## src/rtl/mc_ctrl.sv

```systemverilog
// Multicycle MIPS control FSM: sequences fetch/decode/execute/memory/writeback
// and drives the datapath selects, ALU operation and architectural write strobes.
module mc_ctrl #(
    parameter int W_STATE = 4
) (
    input  logic               clk,
    input  logic               rst,
    input  logic [5:0]         Op,
    input  logic [5:0]         Funct,
    input  logic               Zero,
    output logic               PCWrite,
    output logic               IRWrite,
    output logic               MemWrite,
    output logic               RegWrite,
    output logic               IorD,
    output logic               ALUSrcA,
    output logic [1:0]         ALUSrcB,
    output logic [4:0]         ALUOp,
    output logic               ExtOp,
    output logic [1:0]         RegDst,
    output logic [1:0]         WDSel,
    output logic [1:0]         PCSource,
    output logic               illegal_op,
    output logic [W_STATE-1:0] state
);

    localparam logic [4:0] ALUOP_ADD  = 5'd1;
    localparam logic [4:0] ALUOP_ADDU = 5'd2;
    localparam logic [4:0] ALUOP_SUB  = 5'd3;
    localparam logic [4:0] ALUOP_SUBU = 5'd4;
    localparam logic [4:0] ALUOP_AND  = 5'd5;
    localparam logic [4:0] ALUOP_OR   = 5'd6;
    localparam logic [4:0] ALUOP_SLT  = 5'd7;
    localparam logic [4:0] ALUOP_SLL  = 5'd8;
    localparam logic [4:0] ALUOP_SRL  = 5'd9;
    localparam logic [4:0] ALUOP_SRA  = 5'd10;

    localparam logic [W_STATE-1:0] S_FETCH  = W_STATE'(0);
    localparam logic [W_STATE-1:0] S_DECODE = W_STATE'(1);
    localparam logic [W_STATE-1:0] S_MEMADR = W_STATE'(2);
    localparam logic [W_STATE-1:0] S_MEMRD  = W_STATE'(3);
    localparam logic [W_STATE-1:0] S_MEMWB  = W_STATE'(4);
    localparam logic [W_STATE-1:0] S_MEMWR  = W_STATE'(5);
    localparam logic [W_STATE-1:0] S_EXE_R  = W_STATE'(6);
    localparam logic [W_STATE-1:0] S_ALUWB  = W_STATE'(7);
    localparam logic [W_STATE-1:0] S_EXE_I  = W_STATE'(8);
    localparam logic [W_STATE-1:0] S_IWB    = W_STATE'(9);
    localparam logic [W_STATE-1:0] S_BRANCH = W_STATE'(10);
    localparam logic [W_STATE-1:0] S_JUMP   = W_STATE'(11);
    localparam logic [W_STATE-1:0] S_JR     = W_STATE'(12);

    logic [W_STATE-1:0] state_reg;
    logic [W_STATE-1:0] state_next;
    logic               r_funct_ok;
    logic [4:0]         r_aluop;
    logic               is_addi;

    // R-type Funct -> ALU operation; also reused in ALUWB so ALUOp stays steady.
    always_comb begin
        r_funct_ok = 1'b1;
        r_aluop    = ALUOP_ADDU;
        case (Funct)
            6'b100000: r_aluop = ALUOP_ADD;
            6'b100001: r_aluop = ALUOP_ADDU;
            6'b100010: r_aluop = ALUOP_SUB;
            6'b100011: r_aluop = ALUOP_SUBU;
            6'b100100: r_aluop = ALUOP_AND;
            6'b100101: r_aluop = ALUOP_OR;
            6'b101010: r_aluop = ALUOP_SLT;
            6'b000000: r_aluop = ALUOP_SLL;
            6'b000010: r_aluop = ALUOP_SRL;
            6'b000011: r_aluop = ALUOP_SRA;
            default:   r_funct_ok = 1'b0;
        endcase
    end

    assign is_addi = (Op == 6'b001000);

    always_ff @(posedge clk) begin
        if (rst) begin
            state_reg <= S_FETCH;
        end else begin
            state_reg <= state_next;
        end
    end

    always_comb begin
        state_next = S_FETCH;
        case (state_reg)
            S_FETCH:  state_next = S_DECODE;
            S_DECODE: begin
                case (Op)
                    6'b100011, 6'b101011: state_next = S_MEMADR;
                    6'b000000: begin
                        if (Funct == 6'b001000) begin
                            state_next = S_JR;
                        end else if (r_funct_ok) begin
                            state_next = S_EXE_R;
                        end
                    end
                    6'b001000, 6'b001101: state_next = S_EXE_I;
                    6'b000100:            state_next = S_BRANCH;
                    6'b000010, 6'b000011: state_next = S_JUMP;
                    default:              state_next = S_FETCH;
                endcase
            end
            S_MEMADR: begin
                if (Op == 6'b100011) begin
                    state_next = S_MEMRD;
                end else if (Op == 6'b101011) begin
                    state_next = S_MEMWR;
                end
            end
            S_MEMRD:  state_next = S_MEMWB;
            S_EXE_R:  state_next = S_ALUWB;
            S_EXE_I:  state_next = S_IWB;
            default:  state_next = S_FETCH;
        endcase
    end

    always_comb begin
        PCWrite    = 1'b0;
        IRWrite    = 1'b0;
        MemWrite   = 1'b0;
        RegWrite   = 1'b0;
        IorD       = 1'b0;
        ALUSrcA    = 1'b0;
        ALUSrcB    = 2'b00;
        ALUOp      = ALUOP_ADDU;
        ExtOp      = 1'b0;
        RegDst     = 2'b00;
        WDSel      = 2'b00;
        PCSource   = 2'b00;
        illegal_op = 1'b0;
        case (state_reg)
            S_FETCH: begin
                IRWrite = 1'b1;
                ALUSrcB = 2'b01;
                PCWrite = 1'b1;
            end
            S_DECODE: begin
                ALUSrcB = 2'b11;
                ExtOp   = 1'b1;
                illegal_op = (state_next == S_FETCH);
            end
            S_MEMADR: begin
                ALUSrcA = 1'b1;
                ALUSrcB = 2'b10;
                ExtOp   = 1'b1;
            end
            S_MEMRD: IorD = 1'b1;
            S_MEMWB: begin
                RegWrite = 1'b1;
                WDSel    = 2'b01;
            end
            S_MEMWR: begin
                IorD     = 1'b1;
                MemWrite = 1'b1;
            end
            S_EXE_R: begin
                ALUSrcA = 1'b1;
                ALUOp   = r_aluop;
            end
            S_ALUWB: begin
                RegWrite = 1'b1;
                RegDst   = 2'b01;
                ALUOp    = r_aluop;
            end
            S_EXE_I: begin
                ALUSrcA = 1'b1;
                ALUSrcB = 2'b10;
                ExtOp   = is_addi;
                ALUOp   = is_addi ? ALUOP_ADD : ALUOP_OR;
            end
            S_IWB: RegWrite = 1'b1;
            S_BRANCH: begin
                ALUSrcA  = 1'b1;
                ALUOp    = ALUOP_SUBU;
                PCSource = 2'b01;
                PCWrite  = Zero;
            end
            S_JUMP: begin
                PCSource = 2'b10;
                PCWrite  = 1'b1;
                if (Op == 6'b000011) begin
                    RegWrite = 1'b1;
                    RegDst   = 2'b10;
                    WDSel    = 2'b10;
                end
            end
            S_JR: begin
                PCSource = 2'b11;
                PCWrite  = 1'b1;
            end
            default: ;
        endcase
        // Reset wins over everything so an abandoned instruction never commits.
        if (rst) begin
            PCWrite    = 1'b0;
            IRWrite    = 1'b0;
            MemWrite   = 1'b0;
            RegWrite   = 1'b0;
            IorD       = 1'b0;
            ALUSrcA    = 1'b0;
            ALUSrcB    = 2'b00;
            ALUOp      = 5'd0;
            ExtOp      = 1'b0;
            RegDst     = 2'b00;
            WDSel      = 2'b00;
            PCSource   = 2'b00;
            illegal_op = 1'b0;
        end
    end

    assign state = state_reg;

endmodule
```

## config.mk

```make
export PLATFORM = sky130hd
export DESIGN_NAME = mc_ctrl
export DESIGN_NICKNAME = d
export VERILOG_FILES = /design/src/rtl/mc_ctrl.sv
export SDC_FILE = /design/constraint.sdc
export NUM_CORES = 1
export LEC_CHECK = 0
export ABC_CLOCK_PERIOD_IN_PS = 3500
export CORE_ASPECT_RATIO = 1.4
export CORE_MARGIN = 4
export CORE_UTILIZATION = 35
export CTS_CLUSTER_DIAMETER = 120
export CTS_CLUSTER_SIZE = 20
export DETAILED_ROUTE_END_ITERATION = 6
export PLACE_DENSITY = 0.74
export SLEW_MARGIN = 20
export SYNTH_ARGS = -nofsm -noshare
export SYNTH_HDL_FRONTEND = slang
export SYNTH_SLANG_ARGS = --single-unit
```

## constraint.sdc

```tcl
create_clock -name clk -period 3.5 [get_ports clk]
set_input_delay 1.05 -clock clk [delete_from_list [all_inputs] [get_ports clk]]
set_output_delay 1.05 -clock clk [all_outputs]
set_load 0.02 [all_outputs]
```

==> results.md <==
- Die H: 66.2 um
- Routed Antenna Nets: 0
- HP Class: reg2reg
- Layout cell share with drive strength beyond 1: a little over a third
- PortBufs: 38
- Met1 Track Usage GR: about 24%
- Synth Flop Type: dfxtp_1
- Worst r2r src: state[2]$_SDFF_PP0_
- Largest net degree at the start of global routing: 19
- Detailed placement HPWL: 2580 um
- Worst-Skew Late Latency: 240 ps
- Clock Root Buffer: clkbuf_4
- Met3 Use GR: 4.06%
- Power density cells: 142 nW/um^2
- First-pass GRT wire length: 5870 um
- Yosys warnings: 0
- Synth Area in Adders: 0%
- Avg Cell Area, Syn: 5.84 sq um
- Post-Synth XOR/XNOR Area: 3.10%
- CP max stage cell: or4_4
- Final Cycle Share: 99.6%
- Post-synthesis cell area: 847 sq um
- CTS clk-pin slew, worst paths: 40 ps
- CTS tree: built
- Gr ovfl total: 0
- Placed cell count: around 220
- Final Setup Violations: 0
- Post-layout instance area: 1570 sq um
- Inserted Diodes: 0
- Starting density of the core: 37.6%
- Synth-to-Final Area Change: 84.9%
- CTS Hold Bufs: 0
- R2R depth: 6
- WL per Instance: 15.4 um
- Largest family of logic cells by synthesized area: simple AND/OR/NAND/NOR gates
- Critical Path RT: roughly 2500 ps
- Die X: a little under 50 um
- Final slew viol count: 0
- Max-cap violations: 0
- CP Launch Point: Op[2]
- Multiplexer area fraction after synthesis: 1.18%
- Worst-case clock buffer depth: 2
- WS Path Type: in2out
- Worst Setup End Kind: output port
- Number of buffers created by CTS: 3
- Max FFs per register: 4
- Post-place instance area: 1450 sq um
- Crit path largest cell delay: 540 ps
- CP max FO: 9
- 1st-pass router iterations: 4
- Simple-gate portion of the synthesized area: 45.3%
- R2R setup slack: roughly 1700 ps
- GP Congestion: 0.832
- Via count: 1333
- Seq cells post-synth: 4
- Fin nets: roughly 220
- Maximum vdd drop: 0.000156 V
- CTS sink cnt: 4
- EDFF count, synth: 0
- Crit path DAT: around 2400 ps
- Final TNS setup: 0 ps
- Fin. Hold Viols: 0
- DRC: 0
- Status: finished, final reports clean
- Syn Nets: 160
- I/O pin total: 40
- Leakage: approximately 0.68 nW
- FF-to-FF End: state[3]$_SDFF_PP0_
- CP Launch Type: primary input
- Hold Path Stages: 4
- Synth unique cells: 40
- Fmax: between 200 and 300 MHz
- Worst Skew: 2.02 ps
- Vias in the first global route: 1330
- Met2 Use GR: roughly 41%
- Vias/cell: 5.82
- Global router's overall resource usage: 22.3%
- Total die area: 3280 sq um
- Minimum clock period: 3490 ps
- Crit path cell chain: buf_2, or4_4, o21ai_2, o22ai_2, and4_1, buf_6
- Top Usage Layer GRT: met2
- Fin cells: 229
- Seq/Total Area, Yosys: approximately a tenth
- Core area: roughly 2300 sq um
- H-tree depth: 1
- Initial drt markers: between 40 and 50
- Drt total wl: 3520 um
- RSZ-0062 raised after global routing: true
- Initial antenna violation count: 0
- Crit path to: illegal_op
- Cells after synthesis: 145
- Synth Area in Compound Gates: 30.6%
- Fraction of registers with async set/reset: 0%
- Row count: 20
## critical path, delay by kind of cell
kind,cells,cell delay [ps]
AND/OR/NAND/NOR,2,760
AO/OA/AOI/OAI,2,340
buffers and inverters,2,290
## cells by family (layout without fill, tap and decap cells)
| group | after synthesis | in the layout |
|---|---|---|
| other | 1 | 1 |
| muxes | 1 | 1 |
| buffers and inverters | 21 | 83 |
| and+or+nand+nor | 72 | 72 |
| DFF | 4 | 4 |
| AOI/OAI and AO/OA | 43 | 43 |
| xor gates and xnor gates | 3 | 3 |
## synthesized netlist by cell type (all sizes together) (2+ instances only)
library cell	number	area share [%]
o32ai	2	2.1
dfxtp	4	9.5
a22oi	2	1.8
nand3b	3	2.7
buf	3	1.8
clkbuf	11	5.0
inv	7	3.1
nand2	7	3.1
or2	2	1.5
xnor2	3	3.1
nand3	3	1.8
nor4	6	4.4
a31oi	3	2.2
a211oi	2	1.8
nand2b	7	5.2
nor3b	3	2.7
nor3	14	8.3
a21oi	14	8.3
o21ai	13	8.1
o22ai	2	1.5
and2	3	2.2
nor2	18	8.0
## area by class of cell
type,count,area [sq um]
inverter,7,26.3
tap,22,27.5
multi-input combinational,120,827
sequential,4,80.1
clock buffer,3,22.5
fill,209,686
timing repair buffer,73,583
## cell usage in the layout (no fill, tap or decap), drive strengths merged
master,Yosys,routed
a2111oi,1,1
a211oi,2,2
a21oi,14,14
a22oi,2,2
a31oi,3,3
and2,3,3
and3,1,1
and4,1,1
buf,3,44
clkbuf,11,6
clkdlybuf4s15,0,3
clkdlybuf4s50,0,7
conb,1,1
dfxtp,4,4
dlygate4sd1,0,1
dlygate4sd2,0,15
inv,7,7
mux2i,1,1
nand2,7,7
nand2b,7,7
nand3,3,3
nand3b,3,3
nand4b,1,1
nor2,18,18
nor2b,1,1
nor3,14,14
nor3b,3,3
nor4,6,6
o211ai,1,1
o21ai,13,13
o21bai,1,1
o22ai,2,2
o311a,1,1
o31ai,1,1
o32ai,2,2
or2,2,2
or3,1,1
or4,1,1
xnor2,3,3
## routing by layer
| metal | vias up | routed length [um] |
|---|---|---|
| met1 | 620 | 1400 |
| met2 | 48 | 1840 |
| met4 | 0 | 105 |
| li1 | 650 | - |
| met3 | 15 | 168 |
| met5 | - | 0 |
## how the worst min path moves through the flow
stage,startpoint,endpoint,slack (ps)
floorplan,state[2]$_SDFF_PP0_,state[2]$_SDFF_PP0_,750
global placement,state[1]$_SDFF_PP0_,state[1]$_SDFF_PP0_,680
detailed placement,state[1]$_SDFF_PP0_,state[1]$_SDFF_PP0_,690
CTS,state[1]$_SDFF_PP0_,state[1]$_SDFF_PP0_,700
global route,state[1]$_SDFF_PP0_,state[1]$_SDFF_PP0_,750
finish,state[1]$_SDFF_PP0_,state[1]$_SDFF_PP0_,700
## metrics by stage
| step | worst slack (ps) | utilization, % | hold WS (ps) | total power, mW |
|---|---|---|---|---|
| 6_report | 12.7 | 69.6 | 698 | 0.223 |
| 5_1_grt | -78.4 | 69.6 | 755 | 0.236 |
| 4_1_cts | 6.22 | 67.7 | 696 | 0.220 |
| 3_5_place_dp | -767 | 64.2 | 689 | 0.157 |
| 3_3_place_gp | -728 | 64.2 | 678 | 0.154 |
| 2_1_floorplan | 79.9 | - | 749 | 0.0998 |
## report_power, final
group          total [mW]  internal (mW)  switching (mW)
sequential         0.0502         0.0468         0.00334
combinational       0.115         0.0531          0.0619
clock              0.0576         0.0384          0.0193
total               0.223          0.138          0.0845
## what timing repair did
item | in CTS | in global routing
gates resized for setup | 84 | 27
gates cloned | 0 | 0
pin swaps | 7 | 6
buffers inserted | 3 | 1
endpoints found under the setup margin | 20 | 7
No activity file was read; power rests on OpenSTA's default activity.
